===== src/rtl/reg_wb_queue.sv =====
// reg_wb_queue: write-back FIFO feeding the reg_file write port when the main pipeline leaves it idle.
//   Parameters: DEPTH (entries, power of 2, >=2), DATA_W (data width), ADDR_W (register index width).
//   Ports:
//     clk, rst (async, active-low)
//     req_valid/req_ready/req_rd/req_data : producer write request (rd==0 accepted and dropped)
//     pipe_we                             : main pipeline owns the write port, drain stalls
//     RegWrite/Rd/Write_data              : reg_file write port (0 when idle)
//     Rs1/Rs2 -> rs1_pending/rs2_pending  : a queued write targets that source register
//     count                               : occupied entries
//   Optional: define WBQ_BYPASS_EN to route a request straight to the write port when the queue is empty.
module reg_wb_queue #(
    parameter int DEPTH  = 4,
    parameter int DATA_W = 32,
    parameter int ADDR_W = 5
) (
    input  logic                     clk,
    input  logic                     rst,
    input  logic                     req_valid,
    output logic                     req_ready,
    input  logic [ADDR_W-1:0]        req_rd,
    input  logic [DATA_W-1:0]        req_data,
    input  logic                     pipe_we,
    output logic                     RegWrite,
    output logic [ADDR_W-1:0]        Rd,
    output logic [DATA_W-1:0]        Write_data,
    input  logic [ADDR_W-1:0]        Rs1,
    input  logic [ADDR_W-1:0]        Rs2,
    output logic                     rs1_pending,
    output logic                     rs2_pending,
    output logic [$clog2(DEPTH):0]   count
);
    localparam int PW = $clog2(DEPTH);

    logic [ADDR_W-1:0] rd_q   [DEPTH];
    logic [DATA_W-1:0] data_q [DEPTH];
    logic [DEPTH-1:0]  valid_q, valid_d;
    logic [PW-1:0]     wr_ptr_q, wr_ptr_d, rd_ptr_q, rd_ptr_d;
    logic [PW:0]       count_q, count_d;
    logic              push, pop, bypass;

    assign req_ready = (count_q != DEPTH[PW:0]);
    assign pop       = (count_q != '0) && !pipe_we;
`ifdef WBQ_BYPASS_EN
    // Empty queue and free port: the request skips storage entirely.
    assign bypass    = (count_q == '0) && !pipe_we && req_valid && (req_rd != '0);
`else
    assign bypass    = 1'b0;
`endif
    assign push      = req_valid && req_ready && (req_rd != '0) && !bypass;
    assign count     = count_q;

    assign RegWrite   = pop || bypass;
    assign Rd         = bypass ? req_rd   : pop ? rd_q[rd_ptr_q]   : '0;
    assign Write_data = bypass ? req_data : pop ? data_q[rd_ptr_q] : '0;

    always_comb begin
        wr_ptr_d = push ? wr_ptr_q + 1'b1 : wr_ptr_q;
        rd_ptr_d = pop  ? rd_ptr_q + 1'b1 : rd_ptr_q;
        count_d  = count_q + {{PW{1'b0}}, push} - {{PW{1'b0}}, pop};
        valid_d  = valid_q;
        // Push and pop never hit the same slot: that needs a full or empty queue.
        if (pop)  valid_d[rd_ptr_q] = 1'b0;
        if (push) valid_d[wr_ptr_q] = 1'b1;
    end

    always_comb begin
        rs1_pending = 1'b0;
        rs2_pending = 1'b0;
        for (int i = 0; i < DEPTH; i++) begin
            if (valid_q[i] && rd_q[i] == Rs1) rs1_pending = 1'b1;
            if (valid_q[i] && rd_q[i] == Rs2) rs2_pending = 1'b1;
        end
        rs1_pending = rs1_pending && (Rs1 != '0);
        rs2_pending = rs2_pending && (Rs2 != '0);
    end

    always_ff @(posedge clk or negedge rst) begin
        if (!rst) begin
            wr_ptr_q <= '0;
            rd_ptr_q <= '0;
            count_q  <= '0;
            valid_q  <= '0;
        end else begin
            wr_ptr_q <= wr_ptr_d;
            rd_ptr_q <= rd_ptr_d;
            count_q  <= count_d;
            valid_q  <= valid_d;
        end
    end

    always_ff @(posedge clk) begin
        if (push) begin
            rd_q[wr_ptr_q]   <= req_rd;
            data_q[wr_ptr_q] <= req_data;
        end
    end
endmodule

===== config.mk =====
export PLATFORM = sky130hd
export DESIGN_NAME = reg_wb_queue
export DESIGN_NICKNAME = d
export VERILOG_FILES = /design/src/rtl/reg_wb_queue.sv
export SDC_FILE = /design/constraint.sdc
export NUM_CORES = 1
export LEC_CHECK = 0
export BUFFER_PORTS_ARGS = -buffer_cell sky130_fd_sc_hd__buf_2
export CAP_MARGIN = 20
export CORE_ASPECT_RATIO = 1.5
export CORE_MARGIN = 2
export CORE_UTILIZATION = 51
export DETAILED_ROUTE_END_ITERATION = 12
export GPL_TIMING_DRIVEN = 0
export PLACE_DENSITY_LB_ADDON = 0.2
export SLEW_MARGIN = 5
export SYNTH_ARGS = -nofsm -noshare
export SYNTH_HDL_FRONTEND = slang
export SYNTH_SLANG_ARGS = --single-unit

===== constraint.sdc =====
create_clock -name clk -period 2.1 [get_ports clk]
set_input_delay 0.42 -clock clk [delete_from_list [all_inputs] [get_ports clk]]
set_output_delay 0.42 -clock clk [all_outputs]
set_load 0.01 [all_outputs]

### Yosys cells after proc, flatten, opt, wreduce, memory -nomap -nowiden

Memory sizes are Yosys's and may differ from the RTL's.
Cells that the tools add are included.

* magnitude comparators: 4
* mux-type cells: 18
* equal/unequal tests: 9
* reductions and logical operators: 20
* bitwise operators: 3
* $add $sub $neg: 4

Operators by type and width (count)
* $eq 5x5->1: 8
* $mux 32: 1
* $logic_and 1x1->1: 15
* $reduce_bool 5->1: 3
* $mux 1: 12
* $mux 4: 2
* $lt 2x3->1 const B: 2
* $mux 5: 1
* $add 2x1->2 const B: 2
* $and 4x4->4: 1
* $demux 1 s2: 2
* $ge 2x1->1 const B: 2
* $not 4->4: 1
* $or 4x4->4: 1
* $add 3x1->3: 1
* $ne 3x3->1 const B: 1
* $reduce_bool 3->1: 1
* $sub 3x1->3: 1
* $logic_not 1->1: 1

* flip-flop bits (word level): 11
* word-level logic and storage cells: 64
* output and inout bits: 44
* memories kept: 2
* input bits: 51
* bits in writable memories: 148

Memory list
* data_q: depth 4, bits a word 32, rd ports 1, clocked after memory_dff 0, write ports 1, line 35 `logic [DATA_W-1:0] data_q [DEPTH];`
* rd_q: depth 4, bits a word 5, rd ports 5, clocked after memory_dff 0, write ports 1, line 34 `logic [ADDR_W-1:0] rd_q [DEPTH];`

### Depth between registers and ports, before layout

Gate-level depths: netlist of run 1.

* depth in word-level cells: 9
* gate-level depth with buffers: 13

### Worst setup path before layout of run 1

OpenSTA, ideal clock, no wires.

* path kind: register to register
* start point: register count_q[1], in the netlist count[1]
* end point: memory data_q[0][0] (enable)
* period minus slack after synthesis: 2.400 ns
* library setup time: 0.398 ns
* arrival time: 2.002 ns
* setup slack: -0.300 ns
* stages on the path, launching flop included: 7
* path buffers: 1
* cell sequence: dfrtp_1 -> nor2_1 -> nand2_1 -> nand2_1 -> a21oi_1 -> buf_2 -> and2_1

* cells in the longest elaborated chain, start to end: 5

RTL lines
* start: declaration: line 38 `logic [PW:0] count_q, count_d;`
* start signal: assignment: line 86 `count_q <= count_d;`
* $ne 3x3->1: line 41 `assign req_ready = (count_q != DEPTH[PW:0]);`
* via req_ready: line 19 `output logic req_ready,`
* $logic_and 1x1->1 (2 in a row): line 49 `assign push = req_valid && req_ready && (req_rd != '0) && !bypass;`
* $mux 1: line 92 `if (push) begin`
* $mux 1 (not written as such): line 94 `data_q[wr_ptr_q] <= req_data;`
* end: declaration: line 35

The timed path passes the listed nets, and every way through them passes these cells.

### Worst setup path after layout of run 1

* start point: register rd_ptr_q[0]
* end point: output Write_data[31]

* cells in the longest elaborated chain, start to end: 2

RTL lines
* start: declaration: line 37 `logic [PW-1:0] wr_ptr_q, wr_ptr_d, rd_ptr_q, rd_ptr_d;`
* start signal: assignment: line 85 `rd_ptr_q <= rd_ptr_d;`
* $mem_v2 4x32
* $mux 32: line 54 `assign Write_data = bypass ? req_data : pop ? data_q[rd_ptr_q] : '0;`
* end: declaration: line 25 `output logic [DATA_W-1:0] Write_data,`

Every way passes these cells.

==> impl_metrics.toml, run 1 <==
[status]
status = "finished with violations"
violations = "negative setup slack"

[min_path]
hp-class = "in -> reg"

[finish]
design_area_sq_um = 8730
final_common_cell = "edfxtp_1"
insertedDiodeCount = 0
num-nets-final = 557
drive_above_1_share_pct = 48.8
layout_common_cells = "edfxtp_1, buf_2, buf_6"
areaGrowthSynthToFinish_pct = 29.8

[timing]
rsz0062_at_grt = "true"
layout_setup_ws_ns = -0.231
maxSlewHeadroom_pct = 59.5
worst_pin_slew_ns = 0.608
period_needed_ns = 2.33
fin_crit_sh_pct = 111
fmax_mhz = 429
drv_slew = 0
finalHoldViolations = 0
skew_ns = 0.00873
setup_violations = 40

[placed_design]
placed_cell_area_sq_um = 7400
io_buffer_count = 84
gp_congestion = 0.830
dp_hpwl_um = 8160

[logic_synthesis]
synth_area_sq_um = 6720
ys_seq_area_share_pct = 70.2
syn_inst = 364
synth_warnings = 0
syn_avg_cell_area_sq_um = 18.5
yosys_register_bits = 159
yosysUniqueCellTypes = 24
syn_nets = 426
ys_dominant_reg_cell = "edfxtp_1"
synth_edf_count = 148
async_flop_share_pct = 6.92

[clock_network]
tritoncts = "built"
clock_path_buffers = 2
numCtsBuffers = 17
cts_max_level = 4
clock_sinks = 159
clk_pin_slew_ns = 0.06
clkLatencyLatePin_ns = 0.41
root_buffer = "clkbuf_16"

[floorplan]
io_pins = 95
fp.dieArea_sq_um = 14100
die_w_um = 97.7
initial_utilization_pct = 51.9
core_sq_um = 13000
fp-row-count = 51
die_y_um = 145

[global_routing]
grt_use_total_pct = 20.1
grt_pass1_vias = 3922
grt_pass1_wl_um = 21000
grt-ovfl-total = 0
grt_max_degree = 38
antenna_found_initial = 0

[power]
power.leakage_nw = 3.23
powerDensity_nw_per_um2 = 1400
irDropWorstVdd_v = 0.000793
total_power_mw = 12.2

[setup_path]
crit_family = "multiplexers"
required_ns = 1.68
crit_chain = "buf_12, buf_12, mux4_2, and2_4, buf_6"
cp_max_fo = 8
critical_path.max_stage_delay_ns = 0.50
crit_buf_inv = 3
end_kind = "primary output"
critPathSlowestCell = "mux4_2"
arrival_ns = 1.91
crit_path_frequent_cell = "buf_12"
critical_path.startpoint_type = "register"
worstSetupPathType = "reg -> out"

[job]
cap_violations = 0

[drt]
drc_errors = 0
dr.pass1.iters = 4
num_vias = 3646
wl_um = 13600
routedWlPerCell_um = 20.4
first_iter_violations = 146
vias_per_cell = 5.47
final_antenna_net_count = 0
==> per-stage QoR <==
step / hold slack, ns / util [%] / setup slack (ns) / setup TNS (ns) / instances
2_1_floorplan: 0.124 / - / -0.0241 / -0.0241 / 364
3_3_place_gp: 0.304 / 57.2 / -0.377 / -37.34 / 607
3_5_place_dp: 0.310 / 57.2 / -0.417 / -36.22 / 607
4_1_cts: 0.198 / 65.4 / -0.254 / -7.87 / 661
5_1_grt: 0.207 / 67.4 / -0.283 / -9.89 / 667
6_report: 0.214 / 67.4 / -0.231 / -7.60 / 667
==> layer usage <==
metal	wire length [um]	vias up	part of all wire, %	global-route usage, %
li1	-	1660	-	-
met1	5350	1882	39	23.3
met2	7590	91	56	37.5
met3	524	13	3.8	4.30
met4	177	0	1.3	6.36
met5	0	-	0	0
==> worst reg2reg max path: stages (launching register included) <==
cell and delay [ns]:
dfrtp_2 0.42, buf_6 0.13, nor3_4 0.17, nor2_4 0.11, buf_8 0.15, ha_4 0.24
inv_4 0.05, ha_4 0.11, inv_2 0.03, fa_2 0.35, xnor2_2 0.15, xnor2_1 0.12
==> flip-flops by register name, summed over array words and instances (netlist names) <==
signal / cells
valid_q: 4
rd_ptr_q: 2
rd_q: 20
count: 3
wr_ptr_q: 2
data_q: 128
==> layout make-up <==
class / count / area, sq um
clock buffer: 18 / 429
clock inverter: 14 / 180
sequential: 159 / 4720
buffer: 23 / 194
fill: 890 / 4230
inverter: 8 / 32.5
tap: 159 / 199
timing repair buffer: 111 / 932
multi-input combinational: 175 / 2040
==> cells by family (layout without fill, tap and decap cells) <==
kind of cell | count (synthesis) | after routing | synth area share (%)
compound gates | 8 | 8 | 0.893
xor+xnor | 44 | 44 | 5.73
fa+ha+maj | 11 | 11 | 2.16
buf+inv | 31 | 174 | 2.18
flops | 159 | 159 | 70.2
mux | 38 | 38 | 12.6
simple gates | 73 | 74 | 6.27
==> worst paths after layout <==
check / start / to / slack (ns) / cells past startpoint
max reg2reg: count[0] / count[2] / -0.05 / 11
min reg2reg: valid_q[2] / valid_q[2] / 0.58 / 1
max in group asynchronous: rst / rd_ptr_q[0] / 1.46 / 2
min in group asynchronous: rst / count[1] / 0.41 / 2
min: req_data[21] / data_q[0][21] / 0.21 / 1
max: rd_ptr_q[0] / Write_data[31] / -0.23 / 5
==> cells in the mapped netlist, drive strengths merged, types with 3 or more instances <==
cell    count  area (sq um)
nor4        8          50.1
dfrtp      11           275
nand2       7          26.3
clkbuf     14          52.6
mux4       37           833
xnor2      12           105
ha         10           125
nor2        3          11.3
a22o        4          35.0
nand3       8          40.0
edfxtp    148          4440
xor2       32           280
inv         8          30.0
buf         9          63.8
and2       41           257
==> timing repair <==
| item | in CTS | in global routing |
|---|---|---|
| hold buffers | 1 | 0 |
| buffers inserted | 18 | 4 |
| endpoints found under the hold margin | 11 | 0 |
| gates resized for setup | 64 | 42 |
| cloned | 3 | 2 |
| setup endpoints to repair | 190 | 42 |
| pin swaps | 29 | 18 |
==> power breakdown <==
| group | internal, mW | total [mW] | switching (mW) |
|---|---|---|---|
| logic | 2.59 | 4.54 | 1.95 |
| clock network | 1.90 | 3.14 | 1.24 |
| registers | 4.22 | 4.51 | 0.290 |
No activity file was read; power rests on OpenSTA's default activity.
==> inputs of run 2 (changes only) <==
--- a/config.mk
+++ b/config.mk
@@ -13,6 +13,7 @@
 export DETAILED_ROUTE_END_ITERATION = 12
 export GPL_TIMING_DRIVEN = 0
 export PLACE_DENSITY_LB_ADDON = 0.2
+export RECOVER_POWER = 50
 export SLEW_MARGIN = 5
 export SYNTH_ARGS = -nofsm -noshare
 export SYNTH_HDL_FRONTEND = slang
==> impl_metrics.toml, run 2 (synthesis results as in run 1) <==
[status]
status = "finished with violations"
violations = "negative setup slack"

[min_path]
hp-class = "in -> reg"
min_delay_worst_endpoint = "data_q[0][21]"
min_path_cells = 1
hold_path.startpoint = "req_data[21]"

[placed_design]
placed_cell_area_sq_um = 7400
io_buffer_count = 84
dp_hpwl_um = 8160
gp_congestion = 0.830

[setup_path]
arrival_ns = 1.90
r2r_end = "count[2]"
worstSetupPathType = "reg -> out"
r2r_start = "count[1]"
critical_path.startpoint_type = "register"
rrSetupSlack_ns = -0.06
end_kind = "primary output"
required_ns = 1.68
r2r.worst_path.cells = 13
cp_max_fo = 8

[timing]
worst_pin_slew_ns = 0.635
drv_slew = 0
setup_violations = 40
finalHoldViolations = 0
rsz0062_at_grt = "true"
maxSlewHeadroom_pct = 57.7
fin_hold_ws_ns = 0.257
skew_ns = 0.00798
fmax_mhz = 431
fin_crit_sh_pct = 111
layout_setup_ws_ns = -0.221
period_needed_ns = 2.32

[finish]
regArea_sq_um = 4720
num-nets-final = 557
multi_input_area_sq_um = 2040
final_common_cell = "edfxtp_1"
fin_util_pct = 67.0
fill_cells = 900
layout_common_cells = "edfxtp_1, clkbuf_1, buf_6"
largest_reg_flops = 128
top_regs = "data_q (128), rd_q (20), valid_q (4)"
drive_above_1_share_pct = 41.1
areaGrowthSynthToFinish_pct = 29.1
design_area_sq_um = 8680
insertedDiodeCount = 0
top_register = "data_q"

[drt]
routedWlPerCell_um = 20.5
final_antenna_net_count = 0
wl_um = 13700
first_iter_violations = 142
drc_errors = 0
vias_per_cell = 5.45
num_vias = 3634
dr.pass1.iters = 4

[floorplan]
fp-row-count = 51
die_y_um = 145
io_pins = 95
die_w_um = 97.7
fp.dieArea_sq_um = 14100
core_sq_um = 13000
initial_utilization_pct = 51.9

[job]
cap_violations = 0

[global_routing]
grt_pass1_wl_um = 21000
antenna_found_initial = 0
grt_pass1_vias = 3922
grt-ovfl-total = 0
grt_use_total_pct = 20.1
grt_max_degree = 38

[clock_network]
tritoncts = "built"
root_buffer = "clkbuf_16"
numCtsBuffers = 17
clkLatencyLatePin_ns = 0.41
clk_pin_slew_ns = 0.06
clock_path_buffers = 2
clock_sinks = 159
cts_max_level = 4

[power]
irDropWorstVdd_v = 0.000787
power.leakage_nw = 3.13
p_sw_mw = 3.48
powerDensity_nw_per_um2 = 1400
clkPwrFrac_pct = 25.7
p_int_mw = 8.69
p_comb_share_pct = 37.3
power.share.switching_pct = 28.6
p_seq_share_pct = 37.0
## run 2: cell types whose count changed in the layout (fill, tap and decap cells not counted), sizes merged
cell	previous run	this run
clkbuf	33	71
buf	117	79
## run 2: final cells by class
class                      count  share of cell area, %
sequential                   159                   54.4
multi-input combinational    175                   23.5
timing repair buffer         111                   10.2
clock buffer                  18                   4.95
tap                          159                   2.29
buffer                        23                   2.23
clock inverter                14                   2.08
inverter                       8                  0.375
## run 2: worst max-delay path, cell delays in order, from the launching register on
cell and delay [ns]:
dfrtp_2 0.40, buf_12 0.15, buf_12 0.15, mux4_2 0.50
and2_4 0.18, buf_6 0.11
## run 2: what timing repair did
| item | CTS | global route |
|---|---|---|
| pin swaps | 29 | 18 |
| gates resized for setup | 64 | 42 |
| setup buffers | 18 | 4 |
| hold endpoints to repair | 11 | 0 |
| endpoints found under the setup margin | 190 | 42 |
| gates cloned | 3 | 2 |
| hold buffers | 1 | 0 |
## run 2: power by group through the flow
stage	clock (mW)	sequential, mW	combinational [mW]
floorplan	0	4.50	2.29
global placement	0	4.55	3.22
detailed placement	0	4.60	3.26
CTS	3.19	4.50	4.12
global route	3.32	4.57	4.88
finish	3.13	4.51	4.53
## run 2: metal layers
layer  part of all wire [%]  vias up  track usage [%]
met2                     56       81             37.5
met5                      0        -                0
met1                     40     1886             23.3
met4                   0.77        0             6.36
met3                    3.5        7             4.30
li1                       -     1660                -
## run 2: metrics by stage
stage               setup TNS [ns]  worst slack, ns  instances  power [mW]
floorplan                  -0.0241          -0.0241        364        6.79
global placement            -37.34           -0.377        607        7.77
detailed placement          -36.22           -0.417        607        7.86
CTS                          -7.87           -0.254        661        11.8
global route                -11.40           -0.283        667        12.8
finish                       -7.40           -0.221        667        12.2
## run 2: how the worst max path moves through the flow
stage	slack (ns)	endpoint	cells past startpoint	from
after floorplan	-0.02	count[2]	13	count[1]
after global placement	-0.38	count[2]	12	req_rd[1]
after detailed placement	-0.42	count[2]	12	req_rd[1]
after CTS	-0.25	Write_data[29]	5	rd_ptr_q[0]
after global routing	-0.28	Write_data[31]	5	rd_ptr_q[0]
final	-0.22	Write_data[31]	5	rd_ptr_q[0]
